[src/rtl/cpu_types_pkg.sv]
// Shared CPU types: word_t, RAM handshake states and arbiter FSM states.
// Used by mem_arbiter (MEM_ARB_STARVE_GUARD_EN selects the starvation guard).
package cpu_types_pkg;

  localparam int WORD_W = 32;

  typedef logic [WORD_W-1:0] word_t;

  typedef enum logic [1:0] {
    FREE,
    BUSY,
    ACCESS,
    ERROR
  } ramstate_t;

  typedef enum logic [1:0] {
    IDLE,
    IGNT,
    DGNT
  } arb_state_t;

  // force_i lets a starved icache jump ahead of pending data once
  function automatic arb_state_t arb_pick(
    input logic dreq,
    input logic ireq,
    input logic force_i
  );
    logic pick_i;
    logic pick_d;
    arb_state_t s;
    pick_i = ireq & (force_i | ~dreq);
    pick_d = dreq & ~pick_i;
    s = IDLE;
    unique case (1'b1)
      pick_d:  s = DGNT;
      pick_i:  s = IGNT;
      default: s = IDLE;
    endcase
    return s;
  endfunction

endpackage

[src/rtl/mem_arb_starve_ctr.sv]
// Icache starvation counter for mem_arbiter.
// Only built when MEM_ARB_STARVE_GUARD_EN is defined.
`ifdef MEM_ARB_STARVE_GUARD_EN
module mem_arb_starve_ctr #(
  parameter int LIMIT = 4
) (
  input  logic CLK,
  input  logic RST,
  input  logic ireq,
  input  logic d_done,
  input  logic i_done,
  output logic force_i
);

  localparam int CW = $clog2(LIMIT + 1);

  logic [CW-1:0] cnt;

  always_ff @(posedge CLK or posedge RST) begin
    if (RST) begin
      cnt <= '0;
    end else if (!ireq || i_done) begin
      cnt <= '0;
    end else if (d_done && cnt != CW'(LIMIT)) begin
      cnt <= cnt + 1'b1;
    end
  end

  // look ahead one completion so the forced grant follows the
  // LIMIT-th data grant without an extra data access
  always_comb begin
    force_i = 1'b0;
    if (ireq && !i_done) begin
      force_i = (cnt == CW'(LIMIT)) ||
                (d_done && cnt == CW'(LIMIT - 1));
    end
  end

endmodule
`endif

[src/rtl/mem_arbiter.sv]
// icache/dcache arbiter onto a single-ported RAM, data has priority.
// Define MEM_ARB_STARVE_GUARD_EN to bound icache starvation.
module mem_arbiter
  import cpu_types_pkg::*;
#(
  parameter int ADDR_W       = 32,
  parameter int DATA_W       = 32,
  parameter int STARVE_LIMIT = 4
) (
  input  logic              CLK,
  input  logic              RST,
  input  logic              iREN,
  input  logic [ADDR_W-1:0] iaddr,
  output logic              iwait,
  output logic [DATA_W-1:0] iload,
  input  logic              dREN,
  input  logic              dWEN,
  input  logic [ADDR_W-1:0] daddr,
  input  logic [DATA_W-1:0] dstore,
  output logic              dwait,
  output logic [DATA_W-1:0] dload,
  output logic              ramREN,
  output logic              ramWEN,
  output logic [ADDR_W-1:0] ramaddr,
  output logic [DATA_W-1:0] ramstore,
  input  logic [DATA_W-1:0] ramload,
  input  ramstate_t         ramstate,
  output logic              mem_err
);

  arb_state_t state;
  arb_state_t nxt;
  logic dreq;
  logic i_done;
  logic d_done;
  logic force_i;

  assign dreq   = dREN | dWEN;
  assign i_done = (state == IGNT) && (ramstate == ACCESS) && iREN;
  assign d_done = (state == DGNT) && (ramstate == ACCESS) && dreq;

`ifdef MEM_ARB_STARVE_GUARD_EN
  mem_arb_starve_ctr #(
    .LIMIT(STARVE_LIMIT)
  ) u_starve (
    .CLK    (CLK),
    .RST    (RST),
    .ireq   (iREN),
    .d_done (d_done),
    .i_done (i_done),
    .force_i(force_i)
  );
`else
  assign force_i = (STARVE_LIMIT < 0);
`endif

  always_comb begin
    nxt = state;
    unique case (state)
      IDLE: nxt = arb_pick(dreq, iREN, force_i);
      IGNT: begin
        if (i_done || !iREN) nxt = arb_pick(dreq, iREN, force_i);
      end
      DGNT: begin
        if (d_done || !dreq) nxt = arb_pick(dreq, iREN, force_i);
      end
      default: nxt = IDLE;
    endcase
  end

  always_ff @(posedge CLK or posedge RST) begin
    if (RST) begin
      state   <= IDLE;
      mem_err <= 1'b0;
    end else begin
      state <= nxt;
      if (state != IDLE && ramstate == ERROR) mem_err <= 1'b1;
    end
  end

  // address and store data are live; caches hold them until wait drops
  always_comb begin
    ramREN   = 1'b0;
    ramWEN   = 1'b0;
    ramaddr  = '0;
    ramstore = '0;
    iwait    = 1'b1;
    dwait    = 1'b1;
    iload    = '0;
    dload    = '0;
    unique case (state)
      IGNT: begin
        ramREN  = 1'b1;
        ramaddr = iaddr;
        if (i_done) begin
          iwait = 1'b0;
          iload = ramload;
        end
      end
      DGNT: begin
        ramaddr = daddr;
        if (dWEN) begin
          ramWEN   = 1'b1;
          ramstore = dstore;
        end else begin
          ramREN = 1'b1;
        end
        if (d_done) begin
          dwait = 1'b0;
          dload = ramload;
        end
      end
      default: ;
    endcase
  end

endmodule
[config.mk]
export PLATFORM = sky130hd
export DESIGN_NAME = mem_arbiter
export DESIGN_NICKNAME = d
export VERILOG_FILES = /design/src/rtl/cpu_types_pkg.sv /design/src/rtl/mem_arb_starve_ctr.sv /design/src/rtl/mem_arbiter.sv
export SDC_FILE = /design/constraint.sdc
export NUM_CORES = 1
export LEC_CHECK = 0
export BUFFER_PORTS_ARGS = -buffer_cell sky130_fd_sc_hd__buf_2
export CAP_MARGIN = 20
export CORE_AREA = 2 2 103 105
export CTS_BUF_LIST = sky130_fd_sc_hd__clkbuf_4 sky130_fd_sc_hd__clkbuf_8 sky130_fd_sc_hd__clkbuf_16
export DETAILED_ROUTE_END_ITERATION = 6
export DIE_AREA = 0 0 105 107
export MAX_ROUTING_LAYER = met4
export PLACE_DENSITY = 0.5
export REMOVE_ABC_BUFFERS = 1
export SETUP_SLACK_MARGIN = 0.15
export SKIP_CTS_REPAIR_TIMING = 1
export SYNTH_ARGS = -nofsm -noshare
export SYNTH_HDL_FRONTEND = slang
export SYNTH_SLANG_ARGS = --single-unit
[constraint.sdc]
create_clock -name CLK -period 3.12 [get_ports CLK]
set_input_delay 0.312 -clock CLK [delete_from_list [all_inputs] [get_ports CLK]]
set_output_delay 0.312 -clock CLK [all_outputs]
set_load 0.03 [all_outputs]
After elaboration in Yosys (flattened, before gate mapping)
Index checks and enable logic that the tools add are counted.
{"block": "op_classes", "eq_ne": 6, "n_mux": 19, "n_bitwise": 5, "n_reduce_logical": 12}
{"op": "$mux 32", "count": 6}
{"op": "$pmux 32 s2", "count": 1}
{"op": "$mux 1", "count": 7}
{"op": "$eq 2x2->1 const B", "count": 3}
{"op": "$pmux 2 s3", "count": 1}
{"op": "$logic_and 1x1->1", "count": 5}
{"op": "$mux 2", "count": 2}
{"op": "$ne 2x1->1 const B", "count": 2}
{"op": "$pmux 2 s2", "count": 1}
{"op": "$and 1x1->1", "count": 2}
{"op": "$eq 2x1->1 const B", "count": 1}
{"op": "$logic_not 1->1", "count": 2}
{"op": "$logic_not 2->1", "count": 1}
{"op": "$logic_or 1x1->1", "count": 2}
{"op": "$not 1->1", "count": 2}
{"op": "$pmux 1 s2", "count": 1}
{"op": "$reduce_and 2->1", "count": 1}
{"op": "$reduce_bool 2->1", "count": 1}
{"op": "$or 1x1->1", "count": 1}
{"block": "word_totals", "regBits": 3, "inputBits": 135, "out_inout_bits": 133, "wordCells": 44}

Logic depth before layout (Yosys ltp)
Gate-level depths: netlist of the first run.
{"block": "logic_depth", "depth_word": 8, "mapped_depth": 7}

Worst setup path before layout of the first run
OpenSTA, ideal clock, no wires.
{"block": "synth_timing", "path_type": "register -> output", "from": "register state[0]", "to": "output port ramaddr[0]", "t_arrival_ps": 1560, "required_time_ps": 2808, "path_slack_ps": 1248, "stages_incl_launch_ff": 7, "cell_sequence": "dfrtp_1 inv_1 ha_1 buf_6 buf_4 a22oi_1 nor2b_1"}
{"block": "synth_via", "elab_chain_len": 2}
{"element": "start, declared", "line": "mem_arbiter.sv:31", "text": "arb_state_t state;"}
{"element": "start signal, assigned", "line": "mem_arbiter.sv:76", "text": "state <= nxt;"}
{"element": "$eq 2x2->1 / $eq 2x1->1 (equally long branches)", "line": "mem_arbiter.sv:91", "text": "unique case (state)"}
{"element": "$pmux 32 s2 *", "line": "mem_arbiter.sv:91"}
{"element": "end, declared", "line": "mem_arbiter.sv:24", "text": "output logic [ADDR_W-1:0] ramaddr,"}
Every way passes the cells marked *; elsewhere a longest branch is shown, timed or not.

Worst setup path in the final report of the first run
{"block": "layout_timing", "from": "register state[0]", "to": "output port dload[1]"}
{"block": "layout_via", "elab_chain_len": 5}
{"element": "$eq 2x2->1 *", "line": "mem_arbiter.sv:40, mem_arbiter.sv:91"}
{"element": "$logic_and 1x1->1 (2 in series)", "line": "mem_arbiter.sv:40", "text": "assign d_done = (state == DGNT) && (ramstate == ACCESS) && dreq;"}
{"element": "$mux 32", "line": "mem_arbiter.sv:108", "text": "if (d_done) begin"}
{"element": "$mux 32 *", "line": "mem_arbiter.sv:91"}
{"element": "end, declared", "line": "mem_arbiter.sv:21", "text": "output logic [DATA_W-1:0] dload,"}
Marked as above.

==> reports/qor_table.md, run 1 <==
| Group | Item | Reported |
|:---|:---|:---|
| sta | Finish-stage setup viols | 0 |
| critical path | Data required time of the critical path | 2.81 ns |
| logic synthesis | Synthesis warning total | 0 |
| cts | Root buf cell | sky130_fd_sc_hd__clkbuf_8 |
| min path | Number of cells traversed by the worst hold path | 3 |
| floorplanning | Floorplan Core Area | 10,090 µm² |
| routing | Post-detailed-route wirelength per cell | 12.22 µm |
| power and ir drop | Combinational power share | 0.882 |
| sta | Post-layout min period | 2.568 ns |
| global routing | Initial antenna violation count | 0 |
| global routing | Congestion Overflow GR | 0 |
| power and ir drop | Share of power burned in the clock network | 0.079 |
| routing | Number of DRC violations after detailed-routing iteration 0 | 122 |
| routing | Number of remaining DRC errors | 0 |
| power and ir drop | Cell internal pwr | 603.7 µW |
| global routing | Largest net degree at the start of global routing | 37 |
| logic synthesis | Mean Syn Cell Area | 6.884 µm² |
| min path | Path category of the worst min-delay check | primary input to flop |
| global routing | Via count of the first global-routing pass | 2,230 |
| power and ir drop | Static Leak | 0.001893 µW |
| power and ir drop | NetSw | 902.0 µW |
| critical path | Class of the most critical setup path | flop to output port |
| layout | Share of the core filled with cells in the final layout | 0.2925 |
| floorplanning | Width of the die | 105 µm |
| cts | H-Tree Level Count | 1 |
| logic synthesis | Number of distinct library cell variants in the gate-level netlist after synthesis | 24 |
| layout | Layout Area Growth over Synthesis | 97.57% |
| sta | Sum Neg Setup Slack | 0 ns |
| cts | Clock latency at the later pin of the worst-skew pair | 0.21 ns |
| critical path | Crit-path cells | inv_1 > ha_2 > o21ai_4 > nor2_4 > and2_1 > buf_2 |
| sta | Achievable Freq | 0.3894 GHz |
| critical path | Data arrival time of the critical path | 2.26 ns |
| cts | Number of clock buffers inserted by TritonCTS | 3 |
| routing | Vias per cell | 4.012 |
| layout | Antenna diode count | 0 |
| logic synthesis | Sequential fraction of the synthesis area | 0.05025 |
| global routing | First-pass GRT wire length | 10.90 mm |
| critical path | Cell depth of the worst flop-to-flop path | 5 |
| critical path | Worst setup SP type | flop |
| sta | Normalized max-slew margin | 0.4906 |
| flow run | Number of max-cap violations | 0 |
| sta | Unrepaired setup endpoints after global routing | false |
| critical path | Biggest cell delay along the critical path | 0.51 ns |
| critical path | Setup slack, reg-to-reg | 1.55 ns |
| cts | Clock-pin slew on the worst setup and hold paths | 0.03 ns |
| logic synthesis | Mapped Area | 1494 µm² |
| critical path | Critical path peak fanout | 34 |
| floorplanning | Die height | 107 µm |
| critical path | RR Startpoint | state[0] |
| sta | Number of hold violations in the final report | 0 |
| floorplanning | Starting density of the core | 0.1480 |
| power and ir drop | Highest ir drop seen on vdd | 0.2074 mV |
| layout | Proportion of layout cells with a drive suffix above 1 | 0.5983 |
| logic synthesis | Synthesized instance count | 217 |
| sta | Hold slack final | 0.3486 ns |
| logic synthesis | Synthesis-stage register bit count | 3 |
| min path | Hold EP | mem_err |
| sta | Final Worst Setup Slack | 0.5517 ns |
| critical path | RR Endpoint | state[1] |
| power and ir drop | Switching share of total power | 0.5990 |
| floorplanning | Site Rows | 37 |
| sta | Pins Over Slew Limit | 0 |
| layout | Fill cells | 1,110 |
| critical path | Critical path endpoint category | output port |
| place | Post-Place Setup Slack | 0.7379 ns |
| cts | Clock Sink Count | 3 |
| routing | Total number of vias | 2,423 |
| routing | Number of iterations in the first detailed-routing pass | 4 |
| min path | Worst hold start | ramstate[0] |
| critical path | Critical Path Slowest Stage Cell | sky130_fd_sc_hd__ha_2 |
| place | Gpl congestion | 0.7851 |
| layout | Final nets | 610 |
| global routing | Global-route total usage across every layer | 0.1184 |
| place | Count of input and output buffers | 267 |
| run status | Status | finished, final reports clean |
| cts | CTS tree | built |
| layout | Highest-count cells in the layout ignoring fill and taps | sky130_fd_sc_hd__buf_2 (267), sky130_fd_sc_hd__and2_1 (66), sky130_fd_sc_hd__nor2b_1 (33) |
| routing | Number of nets with antenna violations after detailed routing | 0 |
| routing | Final wirelength | 7.378 mm |
| cts | CTS Buffer Depth | 2 |
| sta | Slew at the pin closest to its max-slew limit | 0.7641 ns |
| floorplanning | Die area | 11,240 µm² |
| power and ir drop | Power density normalized to cell area | 510.1 nW/µm² |
| sta | Fraction of the cycle the final worst path needs | 0.8232 |
| layout | Most common cell after layout, fill and taps aside | sky130_fd_sc_hd__buf_2 |
| place | Detail Placement HPWL | 6.232 mm |
| floorplanning | Num ports | 268 |
| sta | Worst Clk Skew | 0.001528 ns |
| power and ir drop | Sequential cell fraction of total power | 0.039 |
stage by stage:
stage / power (µW) / cells / area [µm²]
after CTS: 1526 / 603 / 2942
after detailed placement: 1403 / 599 / 2893
after global placement: 1396 / 599 / 2893
after floorplan: 975.8 / 193 / 1361
final: 1506 / 604 / 2952
after global routing: 1614 / 604 / 2952
area by class of cell:
| cell class | count | area, µm² | area share |
|---|---|---|---|
| inverters | 5 | 18.77 | 0.006359 |
| well taps | 136 | 170.2 | 0.05765 |
| multi-input cells | 185 | 1270 | 0.4303 |
| repair buffers | 271 | 1369 | 0.4638 |
| clock buffers | 4 | 48.80 | 0.01653 |
| flip-flops and latches | 3 | 75.07 | 0.02543 |
worst max path at each step:
stage / startpoint / endpoint / slack [ns] / depth (start not counted)
finish: state[0] / dload[1] / 0.55 / 6
global route: state[0] / dload[15] / 0.32 / 6
CTS: state[0] / dload[1] / 0.50 / 6
detailed placement: state[0] / dload[9] / 0.74 / 6
global placement: state[0] / dload[10] / 0.81 / 6
floorplan: state[0] / dload[0] / 0.45 / 5
worst max-delay path, delay by kind of cell (launching register included):
family / cells / cell delay [ns]
AOI/OAI and AO/OA: 1 / 0.13
adders and majority gates: 1 / 0.51
buffers and inverters: 2 / 0.33
DFF: 1 / 0.42
and+or+nand+nor: 2 / 0.65
power groups by stage:
| stage | Combinational, µW | Sequential, µW | Clock, µW |
|---|---|---|---|
| after floorplan | 920 | 55.8 | 0 |
| after global placement | 1340 | 58.8 | 0 |
| after detailed placement | 1340 | 59.7 | 0 |
| after CTS | 1350 | 59.3 | 122 |
| after global routing | 1430 | 62.0 | 125 |
| final | 1330 | 59.3 | 118 |
synthesized netlist by cell type:
cell,number,area share
sky130_fd_sc_hd__and2_1,66,0.28
sky130_fd_sc_hd__ha_1,6,0.050
sky130_fd_sc_hd__nand3_2,1,0.0067
sky130_fd_sc_hd__o21a_1,1,0.0050
sky130_fd_sc_hd__nand2b_4,1,0.0092
sky130_fd_sc_hd__nor2_1,2,0.0050
sky130_fd_sc_hd__o21bai_1,1,0.0050
sky130_fd_sc_hd__nand2_1,2,0.0050
sky130_fd_sc_hd__dfrtp_1,3,0.050
sky130_fd_sc_hd__inv_1,5,0.013
sky130_fd_sc_hd__a32o_1,2,0.013
sky130_fd_sc_hd__nor2_4,2,0.015
sky130_fd_sc_hd__clkbuf_1,6,0.015
sky130_fd_sc_hd__o21ai_4,1,0.011
sky130_fd_sc_hd__clkbuf_2,6,0.020
sky130_fd_sc_hd__buf_2,7,0.023
sky130_fd_sc_hd__nor2b_1,33,0.14
sky130_fd_sc_hd__o21ai_1,1,0.0033
sky130_fd_sc_hd__a22oi_1,32,0.16
sky130_fd_sc_hd__nand2b_1,1,0.0042
sky130_fd_sc_hd__nor4b_1,1,0.0059
sky130_fd_sc_hd__and3_1,32,0.13
sky130_fd_sc_hd__buf_6,2,0.015
sky130_fd_sc_hd__buf_4,3,0.015
flip-flops by register name, summed over array words and instances, names as in the netlist:
signal,cells
mem_err,1
state,2
cell families (layout without fill, tap and decap cells):
| family | Yosys count | in the layout | share of synthesized area |
|---|---|---|---|
| AND/OR/NAND/NOR | 141 | 141 | 0.5997 |
| buffers and inverters | 29 | 280 | 0.1013 |
| AO/OA/AOI/OAI | 38 | 38 | 0.1985 |
| adder cells (fa/ha/maj) | 6 | 6 | 0.05025 |
| flip-flops | 3 | 3 | 0.05025 |
layer usage:
layer	vias to the layer above	track usage	wire length, µm
li1	1237	-	-
met5	-	-	0
met2	146	0.2352	3915
met3	0	0.01824	653
met4	0	0.01143	0
met1	1040	0.1277	2808
No activity file was read; power rests on OpenSTA's default activity.
==> run 2: changes to the inputs <==
- clock period: 3.12 -> 2.6 ns (I/O delays scaled with it)
==> run 2 against run 1 <==
  * Power rose by 20%
  * Largest cell class unchanged
  * Wire length rose by 1.5%
  * Non-clock buffer count did not move
  * Largest power group unchanged
  * Critical path type unchanged
==> reports/qor_table.md, run 2 (synthesized netlist as in run 1, its figures left out) <==
| Group | Item | Reported | vs previous |
|:---|:---|:---|:---|
| global routing | First-pass GRT wire length | 10.99 mm | +0.88% |
| cts | H-Tree Level Count | 1 | unchanged |
| cts | CTS Buffer Depth | 2 | unchanged |
| power and ir drop | Overall power of the completed layout | 1808 µW | +20% |
| layout | Highest-count cells in the layout ignoring fill and taps | sky130_fd_sc_hd__buf_2 (267), sky130_fd_sc_hd__and2_1 (66), sky130_fd_sc_hd__nor2b_1 (33) |  |
| sta | Pins Over Slew Limit | 0 | unchanged |
| critical path | Critical path peak fanout | 33 | -2.9% |
| critical path | Critical path endpoint category | output port |  |
| run status | Status | finished, final reports clean |  |
| sta | Worst Clk Skew | 0.0007222 ns | -0.0008061 ns |
| floorplanning | Floorplan Core Area | 10,090 µm² | unchanged |
| routing | Post-detailed-route wirelength per cell | 12.38 µm | +1.3% |
| layout | Layout Area Growth over Synthesis | 97.99% |  |
| global routing | Congestion Overflow GR | 0 | unchanged |
| global routing | Met1 demand-to-capacity share in global routing | 0.1216 | -0.006160 |
| critical path | Class of the most critical setup path | flop to output port |  |
| critical path | Worst setup SP type | flop |  |
| global routing | Via count of the first global-routing pass | 2,366 | +6.1% |
| critical path | Cell depth of the worst flop-to-flop path | 5 | unchanged |
| floorplanning | Die height | 107 µm | unchanged |
| floorplanning | Width of the die | 105 µm | unchanged |
| sta | Fraction of the cycle the final worst path needs | 0.8488 |  |
| routing | Total number of vias | 2,484 | +2.5% |
| sta | Post-layout min period | 2.207 ns |  |
| power and ir drop | Highest ir drop seen on vdd | 0.2466 mV | +19% |
| routing | Number of DRC violations after detailed-routing iteration 0 | 109 | -11% |
| layout | Top reg by flops | state |  |
| routing | Number of remaining DRC errors | 0 | unchanged |
| critical path | Data required time of the critical path | 2.34 ns | -0.47 ns |
| min path | Path category of the worst min-delay check | primary input to flop |  |
| critical path | Data arrival time of the critical path | 1.95 ns | -0.31 ns |
| place | Placed cell area | 2893 µm² | unchanged |
| cts | Clock Sink Count | 3 | unchanged |
| cts | Clock-pin slew on the worst setup and hold paths | 0.03 ns | about the same |
| global routing | Met3 routing resource usage after global routing | 0.02614 | +0.007903 |
| cts | CTS tree | built |  |
| floorplanning | Num ports | 268 | unchanged |
| global routing | Global-route total usage across every layer | 0.1194 | +0.0009379 |
| sta | Slew at the pin closest to its max-slew limit | 0.7447 ns | -0.01945 ns |
| power and ir drop | Static Leak | 0.001894 µW | about the same |
| cts | Root buf cell | sky130_fd_sc_hd__clkbuf_8 |  |
| routing | Vias per cell | 4.106 | +2.3% |
| place | Detail Placement HPWL | 6.289 mm | +0.92% |
| cts | Number of clock buffers inserted by TritonCTS | 3 | unchanged |
| global routing | GRT Max-Usage Layer | met2 |  |
| power and ir drop | Power density normalized to cell area | 611.2 nW/µm² | +20% |
| layout | Largest registers | state: 2 flops, mem_err: 1 flops |  |
| sta | Achievable Freq | 0.4531 GHz |  |
| layout | Max reg flops | 2 | unchanged |
| place | Gpl congestion | 0.7851 | unchanged |
| global routing | Initial antenna violation count | 1 | +1 |
| global routing | Largest net degree at the start of global routing | 66 | +78% |
| layout | Most common cell after layout, fill and taps aside | sky130_fd_sc_hd__buf_2 |  |
| floorplanning | Site Rows | 37 | unchanged |
| global routing | Met2 Track Usage GR | 0.2393 | +0.004174 |
| layout | Final design area excluding fillers | 2958 µm² | +0.21% |
| layout | Proportion of layout cells with a drive suffix above 1 | 0.5983 | unchanged |
| layout | Final nets | 610 | unchanged |
| sta | Unrepaired setup endpoints after global routing | false |  |
| routing | Final wirelength | 7.488 mm | +1.5% |
| floorplanning | Die area | 11,240 µm² | unchanged |
| min path | Number of cells traversed by the worst hold path | 3 | unchanged |
| floorplanning | Starting density of the core | 0.1480 | unchanged |
| sta | Finish-stage setup viols | 0 | unchanged |
| cts | Clock latency at the later pin of the worst-skew pair | 0.21 ns | about the same |
| flow run | Number of max-cap violations | 0 | unchanged |
| routing | Number of iterations in the first detailed-routing pass | 4 | unchanged |
| routing | Number of nets with antenna violations after detailed routing | 0 | unchanged |
| sta | Normalized max-slew margin | 0.5035 | +0.01297 |
| sta | Number of hold violations in the final report | 0 | unchanged |
| place | Count of input and output buffers | 267 | unchanged |
==> run 2: cell count changes in the layout (fill, tap and decap cells not counted) <==
cell and delta:
sky130_fd_sc_hd__buf_4 -1, sky130_fd_sc_hd__buf_6 +1, sky130_fd_sc_hd__diode_2 +1
==> run 2: per-stage QoR <==
step / setup slack [ns] / setup TNS [ns] / util / hold slack (ns) / instances
2_1_floorplan: -0.01538 / -0.4921 / - / 0.01364 / 193
3_3_place_gp: 0.5890 / 0 / 0.2866 / 0.1291 / 599
3_5_place_dp: 0.5430 / 0 / 0.2866 / 0.1277 / 599
4_1_cts: 0.3144 / 0 / 0.2915 / -0.09937 / 603
5_1_grt: 0.1999 / 0 / 0.2931 / 0.3459 / 605
6_report: 0.3932 / 0 / 0.2931 / 0.3042 / 605
==> run 2: per-layer routing <==
layer / up-vias / share of wire
met5: - / 0
met4: 0 / 0.0036
met3: 4 / 0.099
met2: 156 / 0.52
met1: 1085 / 0.38
li1: 1239 / -
==> run 2: path summary, 6_finish.rpt <==
kind / start / endpoint / slack (ns)
worst min register to register: mem_err / mem_err / 0.47
worst min-delay path: ramstate[0] / mem_err / 0.30
max in group asynchronous: RST / state[0] / 2.00
worst max register to register: state[0] / state[1] / 1.02
worst max-delay path: state[0] / ramaddr[3] / 0.39
min in group asynchronous: RST / mem_err / 0.47
==> run 2: cell type report <==
type                            instances  area (µm²)
Multi-Input combinational cell        185        1270
Timing Repair Buffer                  271        1373
Fill cell                            1131        7134
Tap cell                              136       170.2
Antenna cell                            1       2.502
Clock buffer                            4       48.80
Sequential cell                         3       75.07
Inverter                                5       18.77
==> run 2: worst max-delay path, cell delays in order (launching register included) <==
cell	delay, ns
sky130_fd_sc_hd__dfrtp_1	0.40
sky130_fd_sc_hd__inv_1	0.10
sky130_fd_sc_hd__ha_1	0.78
sky130_fd_sc_hd__nor2b_1	0.23
sky130_fd_sc_hd__buf_2	0.21
==> run 2: report_power, final <==
group	internal [µW]	total (µW)	leakage (µW)	switching [µW]
Sequential	56.4	69.6	0.0000336	13.2
Clock	115	146	0.0000262	30.6
Combinational	554	1590	0.00183	1040
==> run 3: changes to the inputs <==
- CORE_AREA: 2 2 103 105 -> 2 2 104 106
- DIE_AREA: 0 0 105 107 -> 0 0 106 108
- PLACE_DENSITY: 0.5 -> 0.51
- clock period: 2.6 -> 1.79 ns (I/O delays scaled with it)
==> run 3 against run 2 <==
  * The flow now finishes with violations (negative setup slack)
  * Register-to-register slack worse by 0.69 ns
  * Via count rose by 5.4%
  * Sequential power increased by 47%
  * Non-clock buffer count is 15 higher
  * Largest power group unchanged
==> reports/qor_table.md, run 3 (synthesized netlist as in run 1, its figures left out) <==
| Group | Item | Reported | vs previous |
|:---|:---|:---|:---|
| routing | Number of nets with antenna violations after detailed routing | 0 | unchanged |
| run status | Status | complete, but fails checks |  |
| sta | Worst Clk Skew | 0.0004652 ns | -0.0002570 ns |
| layout | Layout Area Growth over Synthesis | 163.5% |  |
| sta | Slew at the pin closest to its max-slew limit | 0.3296 ns | -0.4151 ns |
| sta | Pins Over Slew Limit | 0 | unchanged |
| routing | Number of remaining DRC errors | 0 | unchanged |
| cts | Clock-pin slew on the worst setup and hold paths | 0.03 ns | about the same |
| cts | Clock latency at the later pin of the worst-skew pair | 0.22 ns | about the same |
| critical path | Cell depth of the worst flop-to-flop path | 5 | unchanged |
| place | Gpl congestion | 0.8583 | +9.3% |
| routing | Vias per cell | 4.216 | +2.7% |
| global routing | Congestion Overflow GR | 0 | unchanged |
| sta | Achievable Freq | 0.5491 GHz |  |
| sta | Normalized max-slew margin | 0.7803 | +0.2767 |
| critical path | Worst setup path start | state[1] |  |
| sta | Post-layout min period | 1.821 ns |  |
| critical path | Critical path endpoint category | output port |  |
| min path | Path category of the worst min-delay check | primary input to flop |  |
| routing | Number of DRC violations after detailed-routing iteration 0 | 122 | +12% |
| layout | Final nets | 625 | +2.5% |
| power and ir drop | Static Leak | 0.002130 µW | +12% |
| place | Count of input and output buffers | 267 | unchanged |
| global routing | Largest net degree at the start of global routing | 50 | -24% |
| floorplanning | Die area | 11,450 µm² | +1.9% |
| critical path | Setup slack, reg-to-reg | 0.33 ns | -0.69 ns |
| floorplanning | Floorplan Core Area | 10,230 µm² | +1.4% |
| flow run | Number of max-cap violations | 0 | unchanged |
| sta | Finish-stage setup viols | 34 | +34 |
| power and ir drop | Overall power of the completed layout | 3316 µW | +83% |
| critical path | Class of the most critical setup path | flop to output port |  |
| cts | Root buf cell | sky130_fd_sc_hd__clkbuf_8 |  |
| routing | Final wirelength | 8.933 mm | +19% |
| cts | Clock Sink Count | 3 | unchanged |
| routing | Number of iterations in the first detailed-routing pass | 4 | unchanged |
| layout | Proportion of layout cells with a drive suffix above 1 | 0.7308 | +0.1326 |
| place | Post-Place Setup Slack | 0.09941 ns | -0.4436 ns |
| sta | Fraction of the cycle the final worst path needs | 1.017 |  |
| critical path | Critical path peak fanout | 16 | -52% |
| floorplanning | Width of the die | 106 µm | +0.95% |
| place | Detail Placement HPWL | 6.516 mm | +3.6% |
| critical path | Worst setup SP type | flop |  |
| layout | Highest-count cells in the layout ignoring fill and taps | sky130_fd_sc_hd__buf_2 (172), sky130_fd_sc_hd__buf_6 (70), sky130_fd_sc_hd__and2_1 (33), sky130_fd_sc_hd__and2_4 (33), sky130_fd_sc_hd__and3_1 (32) |  |
| cts | H-Tree Level Count | 1 | unchanged |
| global routing | First-pass GRT wire length | 11.19 mm | +1.8% |
| layout | Share of the core filled with cells in the final layout | 0.3847 | +0.09166 |
| global routing | Via count of the first global-routing pass | 2,446 | +3.4% |
| cts | CTS Buffer Depth | 2 | unchanged |
| sta | Unrepaired setup endpoints after global routing | true |  |
| power and ir drop | Power density normalized to cell area | 842.3 nW/µm² | +38% |
| global routing | Initial antenna violation count | 2 | +1 |
| floorplanning | Site Rows | 37 | unchanged |
| floorplanning | Starting density of the core | 0.1460 | -0.002009 |
| sta | Final Worst Setup Slack | -0.03125 ns | -0.4244 ns |
| min path | Hold EP | mem_err |  |
| power and ir drop | Highest ir drop seen on vdd | 0.4834 mV | +96% |
| layout | Top reg by flops | state |  |
| cts | Number of clock buffers inserted by TritonCTS | 3 | unchanged |
| run status | Violated checks | negative setup slack |  |
| sta | Hold slack final | 0.2297 ns | -0.07449 ns |
| floorplanning | Num ports | 268 | unchanged |
| critical path | RR Startpoint | state[0] |  |
| critical path | Data arrival time of the critical path | 1.64 ns | -0.31 ns |
| routing | Post-detailed-route wirelength per cell | 14.38 µm | +16% |
| critical path | Data required time of the critical path | 1.61 ns | -0.73 ns |
| critical path | RR Endpoint | state[0] |  |
| sta | Sum Neg Setup Slack | -0.4653 ns | -0.4653 ns |
| min path | Worst hold start | ramstate[0] |  |
| layout | Largest registers | state: 2 flops, mem_err: 1 flops |  |
| sta | Number of hold violations in the final report | 0 | unchanged |
| min path | Number of cells traversed by the worst hold path | 3 | unchanged |
| cts | CTS tree | built |  |
| layout | Most common cell after layout, fill and taps aside | sky130_fd_sc_hd__buf_2 |  |
| global routing | Global-route total usage across every layer | 0.1218 | +0.002418 |
| routing | Total number of vias | 2,618 | +5.4% |
| layout | Max reg flops | 2 | unchanged |
| critical path | Library cell appearing most often on the critical path | sky130_fd_sc_hd__buf_4 |  |
| critical path | Crit-path cells | buf_4 > ha_4 > buf_4 > nor2b_1 > o21a_1 > buf_2 |  |
| critical path | Critical Path Slowest Stage Cell | sky130_fd_sc_hd__dfrtp_2 |  |
| critical path | Biggest cell delay along the critical path | 0.42 ns | -0.36 ns |
| floorplanning | Die height | 108 µm | +0.93% |
## run 3: cell count changes in the layout (fill, tap and decap cells not counted), moves of 6 or more
cell / delta
sky130_fd_sc_hd__buf_12: +6
sky130_fd_sc_hd__a22oi_2: +11
sky130_fd_sc_hd__and2_4: +33
sky130_fd_sc_hd__nor2b_1: -8
sky130_fd_sc_hd__buf_6: +69
sky130_fd_sc_hd__buf_2: -95
sky130_fd_sc_hd__buf_4: +29
sky130_fd_sc_hd__and2_1: -33
sky130_fd_sc_hd__nor2b_2: +6
sky130_fd_sc_hd__a22oi_1: -11
## run 3: worst max path at each step
stage	to	slack, ns	depth (start not counted)
detailed placement	iload[26]	0.1	7
floorplan	dload[0]	-0.74	5
CTS	iload[26]	-0.14	7
finish	ramREN	-0.03	6
global route	ramaddr[25]	-0.10	6
global placement	iload[22]	0.13	7
## run 3: metrics by stage
step / cells / instance area, µm²
2_1_floorplan: 193 / 1361
3_3_place_gp: 604 / 2993
3_5_place_dp: 604 / 2993
4_1_cts: 608 / 3042
5_1_grt: 621 / 3936
6_report: 621 / 3936
## run 3: critical path: cells and delay by family, from the launching register on
| family | cells | cell delay [ns] |
|---|---|---|
| buffers and inverters | 3 | 0.51 |
| DFF | 1 | 0.42 |
| AOI/OAI and AO/OA | 1 | 0.16 |
| and+or+nand+nor | 1 | 0.14 |
| adders and majority gates | 1 | 0.19 |
## run 3: area by class of cell
| cell class | instances | area (µm²) |
|---|---|---|
| fillers | 1030 | 6295 |
| flip-flops and latches | 3 | 76.32 |
| repair buffers | 286 | 2135 |
| inverters | 5 | 21.27 |
| diodes | 2 | 5.005 |
| multi-input cells | 185 | 1480 |
| well taps | 136 | 170.2 |
| clock buffers | 4 | 48.80 |
## run 3: power breakdown
group / total (µW) / internal [µW] / switching (µW) / leakage [µW]
Combinational: 3000 / 1280 / 1720 / 0.00207
Clock: 213 / 167 / 45.7 / 0.0000262
Sequential: 102 / 84.2 / 17.6 / 0.0000327
## run 3: metal layers
metal	share of wire	global-route usage
met3	0.083	0.01929
met2	0.53	0.2424
met5	0	-
met4	0.014	0.02068
met1	0.37	0.1275
